===== config.mk =====
export PLATFORM = sky130hd
export DESIGN_NAME = uart_tx_serializer
export DESIGN_NICKNAME = d
export VERILOG_FILES = /design/src/rtl/uart_pkg.sv /design/src/rtl/uart_baud_counter.sv /design/src/rtl/uart_tx_serializer.sv
export SDC_FILE = /design/constraint.sdc
export NUM_CORES = 1
export LEC_CHECK = 0
export ABC_CLOCK_PERIOD_IN_PS = 2700
export CORE_UTILIZATION = 25
export CTS_CLUSTER_DIAMETER = 80
export DETAILED_ROUTE_END_ITERATION = 8
export MAX_ROUTING_LAYER = met4
export PLACE_DENSITY = 0.52
export SETUP_SLACK_MARGIN = 0.15
export SLEW_MARGIN = 0
export SYNTH_ARGS = -nofsm -noshare
export SYNTH_HDL_FRONTEND = slang
export SYNTH_SLANG_ARGS = --single-unit

===== constraint.sdc =====
create_clock -name clk_uart -period 2.7 [get_ports clk_uart]
set_input_delay 0.54 -clock clk_uart [delete_from_list [all_inputs] [get_ports clk_uart]]
set_output_delay 0.54 -clock clk_uart [all_outputs]
set_load 0.02 [all_outputs]

===== src/rtl/uart_pkg.sv =====
// Shared UART definitions: transmit FSM states, data width and frame lengths.
package uart_pkg;

    localparam int UART_DATA_BITS      = 8;
    localparam int UART_FRAME_BITS_8N1 = 10;
    localparam int UART_FRAME_BITS_8E1 = 11;

    typedef enum logic [2:0] {
        IDLE   = 3'd0,
        START  = 3'd1,
        DATA   = 3'd2,
        PARITY = 3'd3,
        STOP   = 3'd4
    } uart_tx_state_t;

    function automatic logic even_parity(input logic [UART_DATA_BITS-1:0] d);
        return ^d;
    endfunction

endpackage


===== src/rtl/uart_baud_counter.sv =====
// Bit-period counter: counts 0..2*CLK_PER_HALF_BIT-1, wraps, and flags terminal count.
module uart_baud_counter #(
    parameter int CLK_PER_HALF_BIT = 86
) (
    input  logic clk_uart,
    input  logic rstn,
    input  logic clr,
    input  logic en,
    output logic tc
);

    localparam int CNT_W = $clog2(2 * CLK_PER_HALF_BIT);
    localparam logic [CNT_W-1:0] TERM = CNT_W'(2 * CLK_PER_HALF_BIT - 1);

    logic [CNT_W-1:0] cnt;

    assign tc = en && (cnt == TERM);

    always_ff @(posedge clk_uart) begin
        if (!rstn) begin
            cnt <= '0;
        end else if (clr) begin
            cnt <= '0;
        end else if (en) begin
            if (cnt == TERM) cnt <= '0;
            else             cnt <= cnt + 1'b1;
        end
    end

    cnt_in_range: assert property (@(posedge clk_uart) disable iff (!rstn) cnt <= TERM);

endmodule


===== src/rtl/uart_tx_serializer.sv =====
// UART transmit serializer: start, 8 data bits LSB first, optional even parity, one stop.
// Parity bit is compiled in only when UART_TX_PARITY_EN is defined.
module uart_tx_serializer
    import uart_pkg::*;
#(
    parameter int CLK_PER_HALF_BIT = 86
) (
    input  logic           clk_uart,
    input  logic           rstn,
    input  logic [7:0]     sdata,
    input  logic           tx_start,
    output logic           tx_busy,
    output logic           txd,
    output uart_tx_state_t tx_state
);

    localparam logic [2:0] LAST_BIT = 3'(UART_DATA_BITS - 1);

    // Handshake: tx_start is a one-cycle request, accepted only in IDLE; tx_busy
    // rises on the acceptance edge and falls on the edge that ends the stop bit.
    uart_tx_state_t             state;
    logic [UART_DATA_BITS-1:0]  shift;
    logic [2:0]                 bit_idx;
    logic                       baud_clr;
    logic                       baud_tc;
`ifdef UART_TX_PARITY_EN
    logic                       parity_bit;
`endif

    assign tx_state = state;
    assign baud_clr = (state == IDLE);

    uart_baud_counter #(
        .CLK_PER_HALF_BIT(CLK_PER_HALF_BIT)
    ) u_baud (
        .clk_uart (clk_uart),
        .rstn     (rstn),
        .clr      (baud_clr),
        .en       (!baud_clr),
        .tc       (baud_tc)
    );

    always_ff @(posedge clk_uart) begin
        if (!rstn) begin
            state   <= IDLE;
            txd     <= 1'b1;
            tx_busy <= 1'b0;
            shift   <= '0;
            bit_idx <= '0;
`ifdef UART_TX_PARITY_EN
            parity_bit <= 1'b0;
`endif
        end else begin
            case (state)
                IDLE: begin
                    if (tx_start) begin
                        shift   <= sdata;
`ifdef UART_TX_PARITY_EN
                        parity_bit <= even_parity(sdata);
`endif
                        txd     <= 1'b0;
                        tx_busy <= 1'b1;
                        state   <= START;
                    end
                end
                START: begin
                    if (baud_tc) begin
                        txd   <= shift[0];
                        state <= DATA;
                    end
                end
                DATA: begin
                    if (baud_tc) begin
                        if (bit_idx == LAST_BIT) begin
                            bit_idx <= '0;
`ifdef UART_TX_PARITY_EN
                            txd     <= parity_bit;
                            state   <= PARITY;
`else
                            txd     <= 1'b1;
                            state   <= STOP;
`endif
                        end else begin
                            // shift[1] is the bit that moves into shift[0] on this edge
                            bit_idx <= bit_idx + 1'b1;
                            shift   <= {1'b0, shift[UART_DATA_BITS-1:1]};
                            txd     <= shift[1];
                        end
                    end
                end
`ifdef UART_TX_PARITY_EN
                PARITY: begin
                    if (baud_tc) begin
                        txd   <= 1'b1;
                        state <= STOP;
                    end
                end
`endif
                STOP: begin
                    if (baud_tc) begin
                        txd     <= 1'b1;
                        tx_busy <= 1'b0;
                        state   <= IDLE;
                    end
                end
                default: begin
                    txd     <= 1'b1;
                    tx_busy <= 1'b0;
                    bit_idx <= '0;
                    state   <= IDLE;
                end
            endcase
        end
    end

    busy_tracks_state: assert property (@(posedge clk_uart) disable iff (!rstn)
        tx_busy == (state != IDLE));
    idle_line_high: assert property (@(posedge clk_uart) disable iff (!rstn)
        (state == IDLE) |-> txd);

endmodule


==> impl_metrics.yaml <==
sta:
  final.setup.tns_ns: 0
  clock_skew_ns: 0.00953
  slew_headroom: 0.469
  period_minus_slack_ns: 2.18
  maxSlewViolCount: 0
  rsz0062_at_grt: "no"
  worst_hold_slack_ns: 0.472
  finalHoldViolCount: 0
  fmaxAchievable_ghz: 0.460
  period_share: 0.806
  finalSetupViolations: 0
  worst_slew_pin_slew_ns: 0.794
synthesis:
  synth-xor-area-share: 0.0417
  ys_warn_count: 0
  synthMuxAreaShare: 0.0557
  synth_cell_type_count: 46
  syn-num-nets: 149
  synth_top_area_share: 0.382
  synth-seq-area-share: 0.382
  synth_top_flop_cell: "dfxtp_1"
  synth_commonest_cells: "24 x dfxtp_1, 16 x a21oi_1, 14 x nor2_1, 7 x a211oi_2, 7 x mux2i_1"
  yosys.area_share.adder: 0.0298
  synthesis.area_um2: 1260
  synth_simple_gate_area_share: 0.199
  ys_seq_elements: 24
  synth_compound_area_frac: 0.251
  syn_area_per_cell_um2: 9.32
  yosysMostFrequentCell: "dfxtp_1"
  synth_edf_count: 0
  synth_top_family_by_area: "compound AO/OA/AOI/OAI gates"
  yosysTopAreaCell: "dfxtp_1"
  synthArstFlopShare: 0
  synthCells: 135
  synth.area.top_cells: "dfxtp_1 38%, a211oi_2 7.0%, a21oi_1 6.4%"
worst_setup_path:
  cp_num_buf_inv: 1
  end_kind: "output pin"
  slowest_stage: "clkdlybuf4s50_1"
  worstPathMaxFanout: 16
  cp.arrival_ns: 1.64
  slowest_delay_ns: 0.71
  crit_family: "buffers and inverters"
  critical_path_class: "register to output pin"
  critPathRequiredTime_ns: 2.16
  critPathLaunchType: "register"
  cp_cell_sequence: "clkdlybuf4s50_1"
layout:
  nFillCells: 508
  layout.nets: 164
  drive_above_1_share: 0.141
  antenna_cells: 0
  syn_to_final_growth_pct: 21.3
clock_network:
  cts_setup_buffers: 0
  cts_made_buffers: 3
  ctsHoldBuffers: 0
  htreeDepth: 1
  clockBufferDepth: 2
  cts_tree: "done"
  cts_resized: 0
  cts.sinks: 24
  clock_latency_ns: 0.27
  clk_pin_slew_worst_paths_ns: 0.09
  root_buffer: "clkbuf_8"
floorplanning:
  die_h_um: 73.0
  io_pins: 16
  rows: 25
  core_area_um2: 4790
  die_area_um2: 5320
  dieWidth_um: 73.0
  initial_core_util: 0.263
flow_run:
  drv_cap: 0
placement:
  globalplace.congestion: 0.812
  place.detailed.hpwl_um: 2070
  portBuffers: 15
drt:
  firstDrtPassIters: 4
  drtIter0Drc: 46
  avgViaCountPerCell: 4.79
  route.detailed.drc: 0
  num_vias: 1035
  drtAntennaViolNets: 0
  wl_per_cell_um: 12.9
  wl_um: 2780
power_and_ir_drop:
  p_per_area_nw_per_um2: 467
  leakage_nw: 0.526
  max-vdd-ir-drop_uv: 267
global_route:
  grt_use_total: 0.120
  use_met1: 0.154
  grt-ovfl-total: 0
  grt_use_met3: 0.0290
  grt_max_degree: 17
  grt_pass1_vias: 1011
  top_usage_layer: "met2"
  antenna_found_initial: 0
  grt_use_met2: 0.193
  grt_pass1_wl_um: 4800
outcome:
  status: "complete, no violations"
worst_hold_path:
  hp-class: "register to register"
-- cell families (layout without fill, tap and decap cells) --
family                   after synthesis  count (layout)
multiplexers                           7               7
adder cells (fa/ha/maj)                3               3
AND/OR/NAND/NOR                       42              42
AO/OA/AOI/OAI                         42              42
buffers and inverters                 11              25
XOR/XNOR                               6               6
flip-flops                            24              24
-- worst paths after layout --
path	start	end	slack [ns]	cells after the start
max reg2reg	tx_state[0]$_SDFFE_PN0P_	shift[6]$_SDFFE_PN0P_	0.81	3
min reg2reg	u_baud.cnt[0]$_SDFF_PP0_	u_baud.cnt[0]$_SDFF_PP0_	0.47	1
min	u_baud.cnt[0]$_SDFF_PP0_	u_baud.cnt[0]$_SDFF_PP0_	0.47	1
max	tx_state[2]$_SDFFE_PN0P_	tx_state[2]	0.52	1
-- cell usage in the layout, fill, tap and decap left out, drive strengths merged, types with 2 or more instances in the layout --
master and instances:
nand4 2, mux2i 7, buf 2, clkdlybuf4s50 15
and4 2, ha 3, or3 2, clkbuf 4
nand2b 2, a211oi 7, xor2 5, nand2 2
nand3 6, nor3b 2, inv 4, o21ai 5
nor3 2, nor2 14, dfxtp 24, and3 3
a21oi 17
-- where the power goes --
part | switching, W | total, W | internal, W
clock network | 0.000115 | 0.000245 | 0.000130
registers | 0.0000123 | 0.000380 | 0.000368
logic | 0.0000427 | 0.0000866 | 0.0000439
-- registers in the layout, summed over array words and instances, names as in the netlist --
name,flops
bit_idx,3
shift,8
u_baud.cnt,8
tx_state,3
txd,1
tx_busy,1
-- worst reg2reg max path, cell delays in order (launching register included) --
cell and delay [ns]:
dfxtp_1 0.47, nor2_1 0.69, and2_1 0.47, a211oi_2 0.12
-- routing by layer --
metal | routed length, um | vias to the layer above
met3 | 123 | 2
met4 | 14 | 0
met5 | 0 | -
met2 | 1290 | 20
met1 | 1350 | 483
li1 | - | 530
-- through the flow --
step           instances  instance area (um2)  worst slack, ns  power, W  utilization
5_1_grt              216                 1530            0.426  0.000746        0.319
3_5_place_dp         212                 1470            0.617  0.000476        0.307
4_1_cts              216                 1530            0.501  0.000724        0.319
2_1_floorplan        135                 1260             1.08  0.000441            -
3_3_place_gp         212                 1470            0.661  0.000473        0.307
6_report             216                 1530            0.525  0.000712        0.319
-- final cells by class --
class / count / area (um2) / area share
Inverter: 4 / 15.0 / 0.00984
Sequential cell: 24 / 480 / 0.315
Timing Repair Buffer: 17 / 165 / 0.108
Multi-Input combinational cell: 100 / 727 / 0.476
Tap cell: 67 / 83.8 / 0.0549
Clock buffer: 4 / 55.1 / 0.0361
(Power assumes the default switching activity.)
